[src/rtl/mc_ctrl_pkg.sv]
// Purpose: shared encodings for the multicycle ARM-subset control unit.
// Latency: n/a (types and constants only).
// Backpressure: n/a.
package mc_ctrl_pkg;

    typedef enum logic [3:0] {
        S_FETCH  = 4'd0,
        S_DECODE = 4'd1,
        S_MEMADR = 4'd2,
        S_MEMRD  = 4'd3,
        S_MEMWB  = 4'd4,
        S_MEMWR  = 4'd5,
        S_EXECR  = 4'd6,
        S_EXECI  = 4'd7,
        S_ALUWB  = 4'd8,
        S_BRANCH = 4'd9
    } state_t;

    // ALU commands (cmd field of a DP instruction)
    localparam logic [3:0] ALU_AND = 4'b0000;
    localparam logic [3:0] ALU_SUB = 4'b0010;
    localparam logic [3:0] ALU_ADD = 4'b0100;
    localparam logic [3:0] ALU_CMP = 4'b1010;
    localparam logic [3:0] ALU_ORR = 4'b1100;
    localparam logic [3:0] ALU_MOV = 4'b1101;

    // Instruction classes
    localparam logic [1:0] OP_DP  = 2'b00;
    localparam logic [1:0] OP_MEM = 2'b01;
    localparam logic [1:0] OP_BR  = 2'b10;

    // Condition codes
    localparam logic [3:0] COND_EQ = 4'b0000;
    localparam logic [3:0] COND_NE = 4'b0001;
    localparam logic [3:0] COND_CS = 4'b0010;
    localparam logic [3:0] COND_CC = 4'b0011;
    localparam logic [3:0] COND_MI = 4'b0100;
    localparam logic [3:0] COND_PL = 4'b0101;
    localparam logic [3:0] COND_VS = 4'b0110;
    localparam logic [3:0] COND_VC = 4'b0111;
    localparam logic [3:0] COND_HI = 4'b1000;
    localparam logic [3:0] COND_LS = 4'b1001;
    localparam logic [3:0] COND_GE = 4'b1010;
    localparam logic [3:0] COND_LT = 4'b1011;
    localparam logic [3:0] COND_GT = 4'b1100;
    localparam logic [3:0] COND_LE = 4'b1101;
    localparam logic [3:0] COND_AL = 4'b1110;

    // Result mux selects
    localparam logic [1:0] RS_ALUOUT = 2'b00;
    localparam logic [1:0] RS_DATA   = 2'b01;
    localparam logic [1:0] RS_ALURES = 2'b10;
    localparam logic [1:0] RS_PC     = 2'b11;

    // ALU operand selects
    localparam logic [1:0] SA_RD1  = 2'b00;
    localparam logic [1:0] SA_PC   = 2'b01;
    localparam logic [1:0] SB_RD2  = 2'b00;
    localparam logic [1:0] SB_IMM  = 2'b01;
    localparam logic [1:0] SB_FOUR = 2'b10;

    // Immediate formats
    localparam logic [1:0] IMM_DP  = 2'b00;
    localparam logic [1:0] IMM_MEM = 2'b01;
    localparam logic [1:0] IMM_BR  = 2'b10;

    // TST/TEQ/CMP/CMN: flags-only commands, cmd = 10xx
    function automatic logic is_flag_cmd(input logic [3:0] cmd);
        return cmd[3:2] == 2'b10;
    endfunction

endpackage

[src/rtl/mc_cond_unit.sv]
// Purpose: NZCV flags register and condition-code evaluation against the stored flags.
// Latency: flags load one edge after flag_load; cond_ex is combinational from nzcv/cond.
// Backpressure: none.
// Ports: clk, reset_n (sync, active low), cond, alu_flags, flag_load -> nzcv, cond_ex.
// Build option FULL_COND_EN: decode all 15 conditions; otherwise only EQ/NE/AL execute.
module mc_cond_unit
    import mc_ctrl_pkg::*;
(
    input  logic       clk,
    input  logic       reset_n,
    input  logic [3:0] cond,
    input  logic [3:0] alu_flags,
    input  logic       flag_load,
    output logic [3:0] nzcv,
    output logic       cond_ex
);

    always_ff @(posedge clk) begin
        if (!reset_n) begin
            nzcv <= 4'b0000;
        end else if (flag_load) begin
            nzcv <= alu_flags;
        end
    end

    // nzcv bit order: [3]=N [2]=Z [1]=C [0]=V
    always_comb begin
        cond_ex = 1'b0;
`ifdef FULL_COND_EN
        case (cond)
            COND_EQ: cond_ex = nzcv[2];
            COND_NE: cond_ex = !nzcv[2];
            COND_CS: cond_ex = nzcv[1];
            COND_CC: cond_ex = !nzcv[1];
            COND_MI: cond_ex = nzcv[3];
            COND_PL: cond_ex = !nzcv[3];
            COND_VS: cond_ex = nzcv[0];
            COND_VC: cond_ex = !nzcv[0];
            COND_HI: cond_ex = nzcv[1] && !nzcv[2];
            COND_LS: cond_ex = !nzcv[1] || nzcv[2];
            COND_GE: cond_ex = (nzcv[3] == nzcv[0]);
            COND_LT: cond_ex = (nzcv[3] != nzcv[0]);
            COND_GT: cond_ex = !nzcv[2] && (nzcv[3] == nzcv[0]);
            COND_LE: cond_ex = nzcv[2] || (nzcv[3] != nzcv[0]);
            COND_AL: cond_ex = 1'b1;
            default: cond_ex = 1'b0;
        endcase
`else
        case (cond)
            COND_EQ: cond_ex = nzcv[2];
            COND_NE: cond_ex = !nzcv[2];
            COND_AL: cond_ex = 1'b1;
            default: cond_ex = 1'b0;
        endcase
`endif
    end

endmodule

[src/rtl/mc_ctrl_fsm.sv]
// Purpose: multicycle control unit - Moore main FSM, memory wait counter, NZCV flags.
// Latency: FETCH/MEMRD/MEMWR last MEM_LAT cycles, every other state one cycle.
// Backpressure: none; fixed memory latency is absorbed by the internal wait counter.
// Ports: clk, reset_n (sync, active low); instruction fields cond/op/funct/rd and
//        alu_flags in; datapath enables/selects, alu_control, nzcv, state_o out.
// Build option FULL_COND_EN (in mc_cond_unit) widens the condition decode.
module mc_ctrl_fsm
    import mc_ctrl_pkg::*;
#(
    parameter int MEM_LAT = 1,
    parameter int ALUOP_W = 4
) (
    input  logic               clk,
    input  logic               reset_n,
    input  logic [3:0]         cond,
    input  logic [1:0]         op,
    input  logic [5:0]         funct,
    input  logic [3:0]         rd,
    input  logic [3:0]         alu_flags,
    output logic               pc_write,
    output logic               adr_src,
    output logic               mem_write,
    output logic               ir_write,
    output logic               reg_write,
    output logic [1:0]         result_src,
    output logic [1:0]         alu_src_a,
    output logic [1:0]         alu_src_b,
    output logic [1:0]         imm_src,
    output logic [1:0]         reg_src,
    output logic [ALUOP_W-1:0] alu_control,
    output logic [3:0]         nzcv,
    output logic [3:0]         state_o
);

    localparam logic [3:0] LAST_WAIT = 4'(MEM_LAT - 1);

    state_t     state;
    state_t     next_state;
    logic [3:0] wait_cnt;
    logic       mem_state;
    logic       mem_done;
    logic       cond_ex;
    logic       flag_load;
    logic       pc_w;
    logic       ir_w;
    logic       reg_w;
    logic       mem_w;

    assign mem_state = (state == S_FETCH) || (state == S_MEMRD) || (state == S_MEMWR);
    assign mem_done  = (wait_cnt == LAST_WAIT);

    // S bit set, or a flags-only compare, latches the ALU flags as EXEC completes
    assign flag_load = ((state == S_EXECR) || (state == S_EXECI)) &&
                       (funct[0] || is_flag_cmd(funct[4:1]));

    mc_cond_unit u_cond (
        .clk       (clk),
        .reset_n   (reset_n),
        .cond      (cond),
        .alu_flags (alu_flags),
        .flag_load (flag_load),
        .nzcv      (nzcv),
        .cond_ex   (cond_ex)
    );

    always_ff @(posedge clk) begin
        if (!reset_n) begin
            state    <= S_FETCH;
            wait_cnt <= 4'd0;
        end else begin
            state <= next_state;
            if (mem_state && !mem_done) begin
                wait_cnt <= wait_cnt + 4'd1;
            end else begin
                wait_cnt <= 4'd0;
            end
        end
    end

    always_comb begin
        next_state  = S_FETCH;
        pc_w        = 1'b0;
        ir_w        = 1'b0;
        reg_w       = 1'b0;
        mem_w       = 1'b0;
        adr_src     = 1'b0;
        result_src  = RS_ALUOUT;
        alu_src_a   = SA_RD1;
        alu_src_b   = SB_RD2;
        imm_src     = IMM_DP;
        alu_control = '0;
        case (state)
            S_FETCH: begin
                alu_src_a   = SA_PC;
                alu_src_b   = SB_FOUR;
                alu_control = ALUOP_W'(ALU_ADD);
                result_src  = RS_ALURES;
                if (mem_done) begin
                    ir_w       = 1'b1;
                    pc_w       = 1'b1;
                    next_state = S_DECODE;
                end else begin
                    next_state = S_FETCH;
                end
            end
            S_DECODE: begin
                alu_src_a   = SA_PC;
                alu_src_b   = SB_FOUR;
                alu_control = ALUOP_W'(ALU_ADD);
                result_src  = RS_ALURES;
                if (!cond_ex) begin
                    next_state = S_FETCH;
                end else begin
                    case (op)
                        OP_MEM:  next_state = S_MEMADR;
                        OP_DP:   next_state = funct[5] ? S_EXECI : S_EXECR;
                        OP_BR:   next_state = S_BRANCH;
                        default: next_state = S_FETCH;
                    endcase
                end
            end
            S_MEMADR: begin
                alu_src_b   = SB_IMM;
                imm_src     = IMM_MEM;
                // U bit picks the offset direction
                alu_control = funct[3] ? ALUOP_W'(ALU_ADD) : ALUOP_W'(ALU_SUB);
                next_state  = funct[0] ? S_MEMRD : S_MEMWR;
            end
            S_MEMRD: begin
                adr_src    = 1'b1;
                next_state = mem_done ? S_MEMWB : S_MEMRD;
            end
            S_MEMWB: begin
                result_src = RS_DATA;
                reg_w      = 1'b1;
                pc_w       = (rd == 4'd15);
                next_state = S_FETCH;
            end
            S_MEMWR: begin
                adr_src    = 1'b1;
                mem_w      = 1'b1;
                next_state = mem_done ? S_FETCH : S_MEMWR;
            end
            S_EXECR: begin
                alu_control = ALUOP_W'(funct[4:1]);
                next_state  = S_ALUWB;
            end
            S_EXECI: begin
                alu_control = ALUOP_W'(funct[4:1]);
                alu_src_b   = SB_IMM;
                imm_src     = IMM_DP;
                next_state  = S_ALUWB;
            end
            S_ALUWB: begin
                result_src = RS_ALUOUT;
                reg_w      = !is_flag_cmd(funct[4:1]);
                pc_w       = !is_flag_cmd(funct[4:1]) && (rd == 4'd15);
                next_state = S_FETCH;
            end
            S_BRANCH: begin
                alu_src_b   = SB_IMM;
                imm_src     = IMM_BR;
                alu_control = ALUOP_W'(ALU_ADD);
                pc_w        = 1'b1;
                // BL: link register takes the PC while the branch target goes to PC
                if (funct[4]) begin
                    reg_w      = 1'b1;
                    result_src = RS_PC;
                end else begin
                    result_src = RS_ALURES;
                end
                next_state = S_FETCH;
            end
            default: next_state = S_FETCH;
        endcase
    end

    // Enables are killed combinationally so a reset mid-instruction writes nothing
    assign pc_write  = pc_w  && reset_n;
    assign ir_write  = ir_w  && reset_n;
    assign reg_write = reg_w && reset_n;
    assign mem_write = mem_w && reset_n;

    // [1]: STR reads Rd as the second source; [0]: branches read PC as the first
    assign reg_src = {(op == OP_MEM) && !funct[0], (op == OP_BR)};

    assign state_o = state;

endmodule

[config.mk]
export PLATFORM = sky130hd
export DESIGN_NAME = mc_ctrl_fsm
export DESIGN_NICKNAME = d
export VERILOG_FILES = /design/src/rtl/mc_ctrl_pkg.sv /design/src/rtl/mc_cond_unit.sv /design/src/rtl/mc_ctrl_fsm.sv
export SDC_FILE = /design/constraint.sdc
export NUM_CORES = 1
export LEC_CHECK = 0
export ABC_AREA = 1
export CAP_MARGIN = 10
export CELL_PAD_IN_SITES_DETAIL_PLACEMENT = 1
export CELL_PAD_IN_SITES_GLOBAL_PLACEMENT = 2
export CORE_MARGIN = 3
export CORE_UTILIZATION = 18
export CTS_CLUSTER_DIAMETER = 200
export DETAILED_ROUTE_END_ITERATION = 16
export PLACE_DENSITY = 0.84
export SYNTH_ARGS = -nofsm -noshare
export SYNTH_HDL_FRONTEND = slang
export SYNTH_SLANG_ARGS = --single-unit
[constraint.sdc]
create_clock -name clk -period 1.6 [get_ports clk]
set_input_delay 0.32 -clock clk [delete_from_list [all_inputs] [get_ports clk]]
set_output_delay 0.32 -clock clk [all_outputs]
set_load 0.02 [all_outputs]
==> results.py <==
metrics = {
    "status": {
        "outcome": "finished with violations",
        "violations": "setup timing",
    },
    "layout": {
        "area_growth_pct": 115.2,
        "multi_input_area_um2": 639.4,
        "drive_gt1_frac": 0.4672,
        "fin_util": 0.4044,
        "seq_area_um2": 255.2,
        "final_nets": 269,
        "fill_cells": 612,
        "n_antenna_cell": 0,
    },
    "global_route": {
        "globalRouteTotalUtil": 0.1208,
        "grt_overflow": 0,
        "grt_pass1_wl_mm": 5.775,
        "grt_max_degree": 8,
        "grt_pass1_vias": 1348,
        "antenna_found_initial": 0,
    },
    "pwr": {
        "vdd.ir_drop.worst_mv": 0.2891,
        "power_uw": 866.5,
        "power.density_mw_per_mm2": 447.7,
        "power.leakage_nw": 0.9484,
    },
    "critical_path": {
        "cpPeakStageDelay_ns": 0.38,
        "worstPathMaxFanout": 6,
        "required_ns": 1.28,
        "crit_path_start": "state_o[2]",
        "r2r-start": "state_o[3]",
        "worstSetupEndpointType": "primary output",
        "slowest_stage": "dfxtp_4",
        "cp_num_buf_inv": 3,
        "cp.arrival_ns": 1.38,
        "crit_path_start_kind": "register",
        "r2r_slack_ns": 0.15,
        "cpLargestDelayFamily": "buffers and inverters",
        "path_class": "reg2out",
        "cp_cell_sequence": "buf_6 -> nor3_4 -> buf_6 -> a21oi_2 -> a21oi_2 -> buf_4",
    },
    "sta": {
        "rsz0062_at_grt": "true",
        "fin_worst_skew_ns": 0.003199,
        "maxSlewViolCount": 0,
        "period_share": 1.063,
        "fin_ws_ns": -0.1000,
        "holdWs_ns": 0.5011,
        "max_freq_mhz": 588.2,
        "fin_setup_tns_ns": -0.4460,
        "final_hold_viol_count": 0,
        "fin_crit_ns": 1.700,
        "setup_viol_count_final": 10,
    },
    "logic_synthesis": {
        "synth_top_cell_by_area": "dfxtp_1",
        "synth.top_cells.by_count": "nor2_1 (35), nand2_1 (25), inv_1 (23)",
        "synth-edff-count": 0,
        "synth_cell_types": 23,
        "synthCells": 149,
        "synth_top_area_share": 0.2670,
        "yosysSeqAreaShare": 0.2670,
        "ys_ff_latch": 12,
        "synth_area_per_cell_um2": 6.038,
        "syn_nets": 173,
        "synthTopCellsByArea": "dfxtp_1 (27%), nor2_1 (15%), nand2_1 (10%)",
        "synth.most_common_cell": "nor2_1",
        "synth-async-reset-ratio": 0,
        "ys_warn_count": 0,
        "ys.flop_type": "dfxtp_1",
        "synth_area_um2": 899.6,
    },
    "detailed_routing": {
        "vias": 1255,
        "drt_iter0_drc": 13,
        "wl_mm": 3.441,
        "firstDrtPassIters": 3,
        "wire_per_inst_um": 11.06,
        "avgViaCountPerCell": 4.035,
        "drc_errors": 0,
        "ant_nets": 0,
    },
    "placement": {
        "io_buffers": 47,
        "dp.final_hpwl_mm": 2.790,
        "routabilityCongestion": 0.7594,
    },
    "floorplanning": {
        "core_area_mm2": 0.004786,
        "ios": 49,
        "num_rows": 25,
        "die_w_um": 76.70,
        "initial_core_util": 0.1880,
        "fp.dieArea_mm2": 0.005882,
        "die_h_um": 76.70,
    },
    "flow_run": {
        "maxCapViolCount": 0,
    },
    "cts": {
        "h-tree-depth": 1,
        "cts.sinks": 12,
        "clock_path_buffers": 2,
        "tritoncts": "yes",
        "numCtsBuffers": 3,
        "clockRootBuffer": "clkbuf_8",
        "worstSkewPairLatency_ns": 0.25,
        "path_clk_slew_ns": 0.06,
    },
    "worst_hold_path": {
        "hp-class": "reg2reg",
        "min_from": "u_cond.nzcv[1]",
    },
}
cell type report:
type,instances,share of cell area
clock buffer,4,0.02844
inverter,26,0.05559
multi-input combinational,109,0.3303
sequential,12,0.1319
tap,67,0.04331
timing repair buffer,93,0.4105
cell usage in the layout, fill, tap and decap left out, drive strengths merged, types with 3 or more instances in the layout:
cell type,n
a21oi,8
inv,25
nand4,4
o21ai,12
clkdlybuf4s50,22
buf,62
nor2,39
nand2,29
dlygate4sd2,6
nor3,3
dfxtp,12
nand3,8
clkbuf,6
where the power goes:
part	internal, mW	total (mW)	switching [mW]
registers	0.299	0.306	0.00685
logic	0.119	0.221	0.102
clock network	0.218	0.339	0.121
total	0.636	0.866	0.230
state kept, by name, summed over array words and instances, names as in the netlist:
signal / cells
state_o: 4
u_cond.nzcv: 4
wait_cnt: 4
worst reg2reg max path: cells and delay by family, from the launching register on:
| family | cells | cell delay, ns |
|---|---|---|
| compound gates | 2 | 0.24 |
| buf+inv | 5 | 0.57 |
| flops | 1 | 0.33 |
| simple gates | 2 | 0.23 |
final timing paths:
check	endpoint	cells after the start
worst min-delay path	u_cond.nzcv[1]	2
worst max register to register	state_o[1]	9
worst min register to register	u_cond.nzcv[1]	2
worst max-delay path	pc_write	6
metrics by stage:
stage	instances	instance area (µm²)	setup slack [ns]
4_1_cts	308	1901	-0.1204
3_5_place_dp	295	1719	-0.6910
6_report	311	1936	-0.1000
3_3_place_gp	295	1719	-0.6746
5_1_grt	311	1936	-0.1736
2_1_floorplan	149	928.4	-0.01600
cell families after synthesis:
kind of cell    after synthesis  share of synthesized area
simple gates                 83                     0.4242
buf+inv                      28                     0.1293
compound gates               21                     0.1280
flops                        12                     0.2670
xor+xnor                      2                    0.01948
fa+ha+maj                     2                    0.02781
other cells                   1                   0.004168
repair_timing:
action,CTS,global route
resized for setup,128,14
buffers inserted,9,3
pin swaps,14,4
endpoints found under the hold margin,0,0
setup endpoints to repair,22,18
hold buffers,0,0
routing by layer:
layer / track usage / routed length, µm / vias to the layer above
met5: 0 / 0 / -
met4: 0.05797 / 55 / 0
met3: 0.02934 / 186 / 4
met2: 0.2221 / 1770 / 37
met1: 0.1276 / 1428 / 563
li1: - / - / 651
(Power assumes the default switching activity.)
